===== config.mk =====
export PLATFORM = sky130hd
export DESIGN_NAME = cpu_run_controller_flat
export DESIGN_NICKNAME = d
export VERILOG_FILES = /design/src/rtl/cpu_run_controller_pkg.sv /design/src/rtl/cpu_run_controller_if.sv /design/src/rtl/cpu_run_controller_button_debounce.sv /design/src/rtl/cpu_run_controller.sv /design/src/flat_wrapper.sv
export SDC_FILE = /design/constraint.sdc
export NUM_CORES = 1
export LEC_CHECK = 0
export ABC_AREA = 1
export BUFFER_PORTS_ARGS = -buffer_cell sky130_fd_sc_hd__buf_2
export CORE_MARGIN = 3
export CORE_UTILIZATION = 60
export CTS_CLUSTER_DIAMETER = 150
export CTS_CLUSTER_SIZE = 14
export DETAILED_ROUTE_END_ITERATION = 8
export PLACE_DENSITY = 0.84
export SYNTH_ARGS = -nofsm -noshare
export SYNTH_HDL_FRONTEND = slang
export SYNTH_SLANG_ARGS = --single-unit
export TNS_END_PERCENT = 30

===== constraint.sdc =====
create_clock -name CLK_50 -period 2.6 [get_ports CLK_50]
set_input_delay 0.13 -clock CLK_50 [delete_from_list [all_inputs] [get_ports CLK_50]]
set_output_delay 0.13 -clock CLK_50 [all_outputs]
set_load 0.1 [all_outputs]

===== src/rtl/cpu_run_controller_pkg.sv =====
// Shared types for the Hack CPU run controller: run-state encoding used by the
// controller, perf_counter and the LED decode.
package cpu_run_controller_pkg;

    localparam int unsigned STATE_W = 3;

    typedef enum logic [STATE_W-1:0] {
        S_RESET = 3'd0,
        S_RUN   = 3'd1,
        S_PAUSE = 3'd2,
        S_STEP  = 3'd3,
        S_BREAK = 3'd4,
        S_DONE  = 3'd5
    } run_state_t;

    // Raw encoding of a run state, for plain-vector state registers and LED buses.
    function automatic logic [STATE_W-1:0] state_code(input run_state_t s);
        return STATE_W'(s);
    endfunction

endpackage


===== src/rtl/cpu_run_controller_if.sv =====
// Board/CPU-facing signal bundle of the run controller.
// master = board + CPU side, slave = cpu_run_controller.
interface cpu_run_controller_if
    import cpu_run_controller_pkg::*;
#(
    parameter int unsigned PC_WIDTH        = 12,
    parameter int unsigned CYCLE_CNT_WIDTH = 32
);
    logic                       run_sw;
    logic                       step_btnN;
    logic [PC_WIDTH-1:0]        pc;
    logic [PC_WIDTH-1:0]        break_pc;
    logic                       cpu_en;
    logic                       cpu_resetN;
    logic [STATE_W-1:0]         state;
    logic                       finished;
    logic [CYCLE_CNT_WIDTH-1:0] cycle_count;

    modport master (
        output run_sw, step_btnN, pc, break_pc,
        input  cpu_en, cpu_resetN, state, finished, cycle_count
    );

    modport slave (
        input  run_sw, step_btnN, pc, break_pc,
        output cpu_en, cpu_resetN, state, finished, cycle_count
    );
endinterface


===== src/rtl/cpu_run_controller_button_debounce.sv =====
// Step-button conditioner: 2-FF synchroniser, stability-count debounce and a
// single-cycle pulse on each filtered press (1->0 of the active-low level).
module cpu_run_controller_button_debounce #(
    parameter int unsigned DEBOUNCE_CYCLES = 500000
) (
    input  logic clk,
    input  logic rst_n,
    input  logic btn_n,
    output logic press_pulse
);
    localparam int unsigned CNT_W = $clog2(DEBOUNCE_CYCLES + 1);
    localparam logic [CNT_W-1:0] CNT_LAST = CNT_W'(DEBOUNCE_CYCLES - 1);

    logic [1:0]       sync_q;
    logic             level_q;
    logic [CNT_W-1:0] cnt_q;
    logic             pulse_q;

    // Idle (released) button reads 1, so the synchroniser and filter reset high.
    always_ff @(posedge clk or negedge rst_n) begin
        if (!rst_n) begin
            sync_q  <= 2'b11;
            level_q <= 1'b1;
            cnt_q   <= '0;
            pulse_q <= 1'b0;
        end else begin
            sync_q  <= {sync_q[0], btn_n};
            pulse_q <= 1'b0;
            if (sync_q[1] == level_q) begin
                cnt_q <= '0;
            end else if (cnt_q == CNT_LAST) begin
                cnt_q   <= '0;
                level_q <= sync_q[1];
                pulse_q <= ~sync_q[1];
            end else begin
                cnt_q <= cnt_q + CNT_W'(1);
            end
        end
    end

    assign press_pulse = pulse_q;

endmodule


===== src/rtl/cpu_run_controller.sv =====
// Hack CPU run controller: reset hold, free-run, pause/single-step, stop at
// FINAL_PC and cycle counting. Optional PC breakpoint under `BREAKPOINT_EN.
module cpu_run_controller
    import cpu_run_controller_pkg::*;
#(
    parameter int unsigned         PC_WIDTH          = 12,
    parameter logic [PC_WIDTH-1:0] FINAL_PC          = {PC_WIDTH{1'b1}},
    parameter int unsigned         RESET_HOLD_CYCLES = 4,
    parameter int unsigned         DEBOUNCE_CYCLES   = 500000,
    parameter int unsigned         CYCLE_CNT_WIDTH   = 32
) (
    input  logic                 CLK_50,
    input  logic                 resetN,
    cpu_run_controller_if.slave  bus
);
    localparam int unsigned HOLD_W = $clog2(RESET_HOLD_CYCLES + 1);
    localparam logic [HOLD_W-1:0] HOLD_LAST = HOLD_W'(RESET_HOLD_CYCLES - 1);

    localparam logic [STATE_W-1:0] ST_RESET = state_code(S_RESET);
    localparam logic [STATE_W-1:0] ST_RUN   = state_code(S_RUN);
    localparam logic [STATE_W-1:0] ST_PAUSE = state_code(S_PAUSE);
    localparam logic [STATE_W-1:0] ST_STEP  = state_code(S_STEP);
    localparam logic [STATE_W-1:0] ST_BREAK = state_code(S_BREAK);
    localparam logic [STATE_W-1:0] ST_DONE  = state_code(S_DONE);

    logic [STATE_W-1:0]         state_q;
    logic [STATE_W-1:0]         state_d;
    logic [HOLD_W-1:0]          hold_cnt_q;
    logic                       cpu_resetn_q;
    logic                       finished_q;
    logic [CYCLE_CNT_WIDTH-1:0] cycle_cnt_q;
    logic                       cpu_en_c;
    logic                       hold_done_c;
    logic                       at_final_c;
    logic                       bp_hit_c;
    logic                       step_pulse;

    cpu_run_controller_button_debounce #(
        .DEBOUNCE_CYCLES (DEBOUNCE_CYCLES)
    ) u_step_debounce (
        .clk         (CLK_50),
        .rst_n       (resetN),
        .btn_n       (bus.step_btnN),
        .press_pulse (step_pulse)
    );

    assign hold_done_c = (hold_cnt_q == HOLD_LAST);
    assign at_final_c  = (bus.pc == FINAL_PC);

`ifdef BREAKPOINT_EN
    logic bp_armed_q;

    // Disarm while parked at the breakpoint; re-arm once the PC has left it.
    always_ff @(posedge CLK_50 or negedge resetN) begin
        if (!resetN) begin
            bp_armed_q <= 1'b1;
        end else if (state_q == ST_BREAK) begin
            bp_armed_q <= 1'b0;
        end else if (bus.pc != bus.break_pc) begin
            bp_armed_q <= 1'b1;
        end
    end

    assign bp_hit_c = bp_armed_q && (bus.pc == bus.break_pc);
`else
    logic unused_break_pc;
    assign unused_break_pc = ^bus.break_pc;
    assign bp_hit_c        = 1'b0;
`endif

    // State register.
    always_ff @(posedge CLK_50 or negedge resetN) begin
        if (!resetN) begin
            state_q <= ST_RESET;
        end else begin
            state_q <= state_d;
        end
    end

    // Next state and the combinational CPU clock enable.
    always_comb begin
        state_d  = state_q;
        cpu_en_c = 1'b0;
        case (state_q)
            ST_RESET: begin
                if (hold_done_c) begin
                    state_d = bus.run_sw ? ST_RUN : ST_PAUSE;
                end
            end
            ST_RUN: begin
                cpu_en_c = !at_final_c && !bp_hit_c;
                if (at_final_c) begin
                    state_d = ST_DONE;
                end else if (bp_hit_c) begin
                    state_d = ST_BREAK;
                end else if (!bus.run_sw) begin
                    state_d = ST_PAUSE;
                end
            end
            ST_PAUSE: begin
                if (bus.run_sw) begin
                    state_d = ST_RUN;
                end else if (step_pulse) begin
                    state_d = ST_STEP;
                end
            end
            ST_STEP: begin
                cpu_en_c = !at_final_c;
                state_d  = at_final_c ? ST_DONE : ST_PAUSE;
            end
            ST_BREAK: begin
                if (!bus.run_sw) begin
                    state_d = ST_PAUSE;
                end else if (step_pulse) begin
                    state_d = ST_STEP;
                end
            end
            ST_DONE: begin
                state_d = ST_DONE;
            end
            default: begin
                state_d = ST_RESET;
            end
        endcase
    end

    // Reset-hold counter; CPU reset releases on the same edge the FSM leaves S_RESET.
    always_ff @(posedge CLK_50 or negedge resetN) begin
        if (!resetN) begin
            hold_cnt_q   <= '0;
            cpu_resetn_q <= 1'b0;
        end else begin
            if (state_q == ST_RESET && !hold_done_c) begin
                hold_cnt_q <= hold_cnt_q + HOLD_W'(1);
            end
            cpu_resetn_q <= (state_d != ST_RESET);
        end
    end

    // Finished flag and saturating executed-cycle counter.
    always_ff @(posedge CLK_50 or negedge resetN) begin
        if (!resetN) begin
            finished_q  <= 1'b0;
            cycle_cnt_q <= '0;
        end else begin
            finished_q <= (state_d == ST_DONE);
            if (cpu_en_c && (cycle_cnt_q != {CYCLE_CNT_WIDTH{1'b1}})) begin
                cycle_cnt_q <= cycle_cnt_q + CYCLE_CNT_WIDTH'(1);
            end
        end
    end

    assign bus.cpu_en      = cpu_en_c;
    assign bus.cpu_resetN  = cpu_resetn_q;
    assign bus.state       = state_q;
    assign bus.finished    = finished_q;
    assign bus.cycle_count = cycle_cnt_q;

endmodule

===== src/flat_wrapper.sv =====
// flat-port wrapper written by rule: the top's interface ports become plain ports
module cpu_run_controller_flat import cpu_run_controller_pkg::*;
#(
    parameter int unsigned         PC_WIDTH          = 12,
    parameter logic [PC_WIDTH-1:0] FINAL_PC          = {PC_WIDTH{1'b1}},
    parameter int unsigned         RESET_HOLD_CYCLES = 4,
    parameter int unsigned         DEBOUNCE_CYCLES   = 500000,
    parameter int unsigned         CYCLE_CNT_WIDTH   = 32
)
  (CLK_50, resetN, bus_run_sw, bus_step_btnN, bus_pc, bus_break_pc, bus_cpu_en, bus_cpu_resetN, bus_state, bus_finished, bus_cycle_count);
  cpu_run_controller_if #(.PC_WIDTH(PC_WIDTH), .CYCLE_CNT_WIDTH(CYCLE_CNT_WIDTH)) bus_i ();
  input  logic CLK_50;
  input  logic resetN;
  input wire logic [$bits(bus_i.run_sw)-1:0] bus_run_sw;
  input wire logic [$bits(bus_i.step_btnN)-1:0] bus_step_btnN;
  input wire logic [$bits(bus_i.pc)-1:0] bus_pc;
  input wire logic [$bits(bus_i.break_pc)-1:0] bus_break_pc;
  output wire logic [$bits(bus_i.cpu_en)-1:0] bus_cpu_en;
  output wire logic [$bits(bus_i.cpu_resetN)-1:0] bus_cpu_resetN;
  output wire logic [$bits(bus_i.state)-1:0] bus_state;
  output wire logic [$bits(bus_i.finished)-1:0] bus_finished;
  output wire logic [$bits(bus_i.cycle_count)-1:0] bus_cycle_count;
  assign bus_i.run_sw = bus_run_sw;
  assign bus_i.step_btnN = bus_step_btnN;
  assign bus_i.pc = bus_pc;
  assign bus_i.break_pc = bus_break_pc;
  assign bus_cpu_en = bus_i.cpu_en;
  assign bus_cpu_resetN = bus_i.cpu_resetN;
  assign bus_state = bus_i.state;
  assign bus_finished = bus_i.finished;
  assign bus_cycle_count = bus_i.cycle_count;
  cpu_run_controller #(.PC_WIDTH(PC_WIDTH), .FINAL_PC(FINAL_PC), .RESET_HOLD_CYCLES(RESET_HOLD_CYCLES), .DEBOUNCE_CYCLES(DEBOUNCE_CYCLES), .CYCLE_CNT_WIDTH(CYCLE_CNT_WIDTH)) u_core (.CLK_50(CLK_50), .resetN(resetN), .bus(bus_i));
endmodule

After elaboration in Yosys (flattened, before gate mapping). Index checks and enable logic that the tools add are counted.

Register bits: 63. Input bits: 28. Logic and storage cells: 47.

$add $sub $neg: 3. Eq/ne operators: 11. Muxes and demuxes: 14. Bitwise gates (word level): 2. Reductions and logical operators: 8.

Operator list (count): two-way mux 19 bit (2); adder 32 x 1 -> 32 bit (second input constant) (1); != test 32 bit (second input constant) (1); two-way mux 3 bit (7); adder 19 x 1 -> 19 bit (second input constant) (1); equality test 19 bit (second input constant) (1); one-hot mux 3 bit (6 select lines) (1); equality test 12 bit (second input constant) (1); equality test 3 x 2 -> 1 bit (second input constant) (3); equality test 3 bit (second input constant) (3); adder 3 x 1 -> 3 bit (second input constant) (1); equality test 3 x 1 -> 1 bit (second input constant) (1); logical NOT 3 bit (1); two-way mux 1 bit (3); nonzero test 3 bit (1); logical AND 1 bit (2); logical NOT 1 bit (2); two-way mux 2 bit (1); NOT 1 bit (2); AND reduction 2 bit (1); OR reduction 2 bit (1); equality test 1 bit (1).

Depth between registers and ports, before layout.
Depth in word-level cells: 4. Mapped depth: 12.

Cells and area by module. Synthesis repeated with hierarchy kept, for this count alone.

Cells, all modules: 571. Area total of the unflattened synthesis: 3910.0 um2.

By module, submodules not included: cpu_run_controller (instances 1, cells each 421, area an instance 2688.8 um2, seq. area each 1001.0 um2); cpu_run_controller_button_debounce (instances 1, cells each 150, area an instance 1221.2 um2, seq. area each 579.3 um2).

Least setup slack after synthesis. OpenSTA, ideal clock, no wires.

Path type: reg2reg. Start point: reg u_core.state_q[0] (netlist: u_core.bus.state[0]). End point: reg u_core.cycle_cnt_q[28] (netlist: u_core.bus.cycle_count[28]). Library setup time: 0.068 ns. Arrival time: 2.585 ns. Slack: -0.053 ns. Cell stages (with the launch flop): 10. Path buffers: 1. Cell sequence: dfrtp_1 > nand2_1 > inv_1 > nand2_1 > inv_1 > nand2_4 > inv_2 > clkbuf_1 > nand2_1 > nand2_1.

Cells in the longest elaborated chain, start to end: 4. Elaborated cells between the ends (all ways): 5. Classes of those cells: 2 x eq/ne; 1 x mux; 2 x reduce/logical.

Ends and longest elaborated chain: start: declaration (RTL line cpu_run_controller.sv:26) `logic [STATE_W-1:0] state_q;`; start signal: assignment (RTL line cpu_run_controller.sv:76) `state_q <= state_d;`; equality test 3 x 2 -> 1 bit / equality test 3 x 1 -> 1 bit (equally long branches) (RTL line cpu_run_controller.sv:84) `case (state_q)`; OR reduction 2 bit (no source line) *; two-way mux 1 bit *; via bus_cpu_en (RTL line flat_wrapper.sv:18) `output wire logic [$bits(bus_i.cpu_en)-1:0] bus_cpu_en;`; logical AND 1 bit * (RTL line cpu_run_controller.sv:147) `if (cpu_en_c && (cycle_cnt_q != {CYCLE_CNT_WIDTH{1'b1}})) begin`; end signal: assignment (RTL line cpu_run_controller.sv:148) `cycle_cnt_q <= cycle_cnt_q + CYCLE_CNT_WIDTH'(1);`; end: declaration (RTL line cpu_run_controller.sv:31) `logic [CYCLE_CNT_WIDTH-1:0] cycle_cnt_q;`.

Mark *: on every way through the listed nets, which the timed path passes. The rest lies on a longest branch. A chain may end at the register's enable or synchronous reset.

Worst setup path after layout.
Start point: reg u_core.cycle_cnt_q[0] (netlist: u_core.bus.cycle_count[0]). End point: reg u_core.cycle_cnt_q[22] (netlist: u_core.bus.cycle_count[22]).

Cells in the longest elaborated chain, start to end: 2. Elaborated cells between the ends (all ways): 3. Classes of those cells: 1 x add/sub; 1 x eq/ne; 1 x reduce/logical.

Ends and longest elaborated chain: parallel branches: the longest is 2 deep, another holds adder 32 x 1 -> 32 bit.

Parallel ways; which one is timed is not known.

==> results.md <==
* Fin crit period at 2.18 ns
* Family with the most delay on the worst path: simple AND/OR/NAND/NOR gates
* Cell type with the highest aggregate area in the netlist: dfrtp_1
* Status: finished, final reports clean
* Fin Hold WS at 0.154 ns
* Maximum VDD drop at 0.477 mV
* Clock root cell: clkbuf_8
* FP Rows at 28
* Core ar. at 0.00610 sq mm
* Power per cell area at 439 mW/mm^2
* Count leader, synth: nand2_1
* Final wirelength at 9160 microns
* Max incr delay on CP at 0.47 ns
* Largest net degree at the start of global routing at 64
* GR Overflow Total at 0
* Avg WL per Cell at 12.5 microns
* Post-synth top cells: nand2_1 (252), nor2_1 (113), dfrtp_1 (60), inv_1 (55), nand3_1 (40)
* Vias in the first global route at 3602
* Post-route DRC at 0
* Die Area at 0.00745 sq mm
* Die Height at 86.3 microns
* Fraction of layout cells with a size suffix above 1 at 12.8%
* Clock Path Buffers at 2
* Num CTS Buffers at 9
* Synth area leaders: dfrtp_1 (39%), nand2_1 (24%), nor2_1 (11%)
* Setup TNS at 0 ns
* Post-CTS sizing at 0
* Setup Fix Bufs, Post-CTS at 0
* Hold crit path type: in2reg
* Clock skew at 0.00945 ns
* Post-Syn Area at 0.00387 sq mm
* Worst skew pair latency at 0.36 ns
* Critical path type: reg2reg
* DR top layer: met4
* Yosys cell types at 24
* Final setup fails at 0
* Initial antenna violation count at 0
* WP buf/inv at 2
* Max Freq at 459 MHz
* # port buffers at 53
* Crit. End Element: register
* Vias at 3762
* Seq/Total Area, Yosys at 40.8%
* Power, Total at 1.94 mW
* ANT nets after route at 0
* WL met1 at 3820 microns
* Most common flop cell mapped by yosys: dfrtp_1
* Async set-or-reset flop fraction in the synthesized netlist at 100%
* Max Slew Vio Count at 0
* Worst Setup Start Kind: register
* Max Cap Viol at 0
* Sink Count at 63
* Drt initial violations at 159
* I/O pin count at 66
* Final period utilization at 83.7%
* Vias/cell at 5.13
* Final instance area at 0.00443 sq mm
* Synth Instances at 592
* ANT cells at 0
* GRT Total Usage at 26.9%
* Pre-Repair DR Iteration Count at 4
* Met3 Routed Length at 601 microns
* Routability Congestion at 0.924
* Die X at 86.3 microns
* Cell Area, Placed at 0.00420 sq mm
* Leak at 2.18 nW
* CP max stage cell: dfrtp_1
* Dpl hpwl at 6640 microns
* Top-area cell type share of the netlist area at 38.8%
* Unrepaired setup endpoints after global routing: no
* Syn avg cell area at 6.54 sq um
* Worst slack at placement at 0.447 ns
* Crit-path max FO at 29
* Cell chain of the critical path: ha_1 > inv_2 > nor2_4 > nand2_2 > nor2_4 > nand2_2 > nand2_4 > inv_2 > nand2_1 > nand2_1
* Final #Nets at 685
* Final hold vios at 0
* H-Tree Depth at 3
* Post-Syn Nets at 624
* CTS tree: done
* Max_slew headroom at 47.6%
* CTS Hold Buffers Added at 2
* Reg clk slew, reported paths at 0.08 ns
* Synth warnings at 0
* Global-route wire length before repair at 15800 microns
* PnR worst setup slack at 0.424 ns
* Metal2 WL at 4560 microns
* Data required, critical path at 2.86 ns
* Yosys reg bits at 63
* Post-synth EDFFs at 0
* Syn-to-layout area delta at 14.3%
* Starting density of the core at 63.5%
* Least-Margin Pin Slew at 0.786 ns
* Arr. time, crit path at 2.43 ns
-- worst paths after layout --
kind	slack, ns	endpoint	cells past startpoint	start
max	0.42	u_core.bus.cycle_count[22]$_DFFE_PN0P_	10	u_core.bus.cycle_count[0]$_DFFE_PN0P_
min	0.15	u_core.bus.state[0]$_DFF_PN0_	5	bus_run_sw
max reg2reg	0.42	u_core.bus.cycle_count[22]$_DFFE_PN0P_	10	u_core.bus.cycle_count[0]$_DFFE_PN0P_
min reg2reg	0.36	u_core.u_step_debounce.sync_q[1]$_DFF_PN1_	0	u_core.u_step_debounce.sync_q[0]$_DFF_PN1_
max in group asynchronous	1.58	u_core.bus.state[0]$_DFF_PN0_	3	resetN
min in group asynchronous	0.46	u_core.u_step_debounce.cnt_q[10]$_DFF_PN0_	3	resetN
-- cell type report --
type | count | area (sq um)
Clock buffer | 9 | 124
Fill cell | 500 | 1670
Inverter | 57 | 214
Clock inverter | 7 | 80.1
Timing Repair Buffer | 57 | 300
Tap cell | 75 | 93.8
Sequential cell | 63 | 1580
Multi-Input combinational cell | 465 | 2030
-- cell usage in the layout (no fill, tap or decap) --
cell type,netlist,layout
inv_6,0,2
dlygate4sd3_1,0,2
bufinv_16,0,1
dfstp_2,3,3
buf_2,3,53
clkinvlp_4,0,2
o21a_1,1,1
nor3b_1,1,1
clkbuf_8,0,9
nor2_4,2,2
nand2_4,1,1
dfrtp_2,0,1
xnor2_1,7,7
nand4_1,5,5
nor2_1,113,113
nand2_2,3,3
nand3_1,40,40
nor3_1,5,5
nand2_1,252,252
nand3b_1,1,1
buf_4,0,2
dfrtp_1,60,59
ha_1,4,4
inv_2,2,2
xor2_1,17,17
mux2_2,1,1
inv_1,55,55
clkinv_4,0,2
o21ai_0,8,8
a21oi_1,4,4
-- worst min-delay path, stage by stage --
cell and delay [ns]:
buf_2 0.09, nand3_1 0.07, nand3_1 0.08, nor2_1 0.07, inv_1 0.05
-- cell families (layout without fill, tap and decap cells) --
family	Yosys count	in the layout	synth area share, %
AND/OR/NAND/NOR	423	423	43.7
buffers and inverters	64	130	6.69
flip-flops	63	63	40.8
XOR/XNOR	24	24	5.43
AO/OA/AOI/OAI	13	13	1.74
adder cells (fa/ha/maj)	4	4	1.29
multiplexers	1	1	0.291
-- metrics by stage --
| stage | util, % | cells |
|---|---|---|
| after floorplan | - | 592 |
| after global placement | 68.9 | 715 |
| after detailed placement | 68.9 | 715 |
| after CTS | 72.6 | 733 |
| after global routing | 72.6 | 733 |
| final | 72.6 | 733 |
-- flip-flops by register name (all words and copies together) (netlist names) --
| register | cells |
|---|---|
| u_core.bus.cycle_count | 32 |
| u_core.u_step_debounce.cnt_q | 19 |
| u_core.bus.state | 3 |
| u_core.hold_cnt_q | 3 |
| u_core.u_step_debounce.sync_q | 2 |
| u_core.bus.cpu_resetN | 1 |
| u_core.bus.finished | 1 |
| u_core.u_step_debounce.level_q | 1 |
| u_core.u_step_debounce.press_pulse | 1 |
-- routing by layer --
layer	GRT usage [%]	vias to the layer above
met5	0	-
met4	11.0	0
met3	6.75	19
met2	45.8	116
met1	32.6	1695
li1	-	1932
-- power by group --
part           switching [mW]  total (mW)  internal, mW
Clock                   0.443       0.895         0.452
Combinational          0.0382      0.0566        0.0184
Sequential            0.00416       0.990         0.986
No activity file was read; power rests on OpenSTA's default activity.
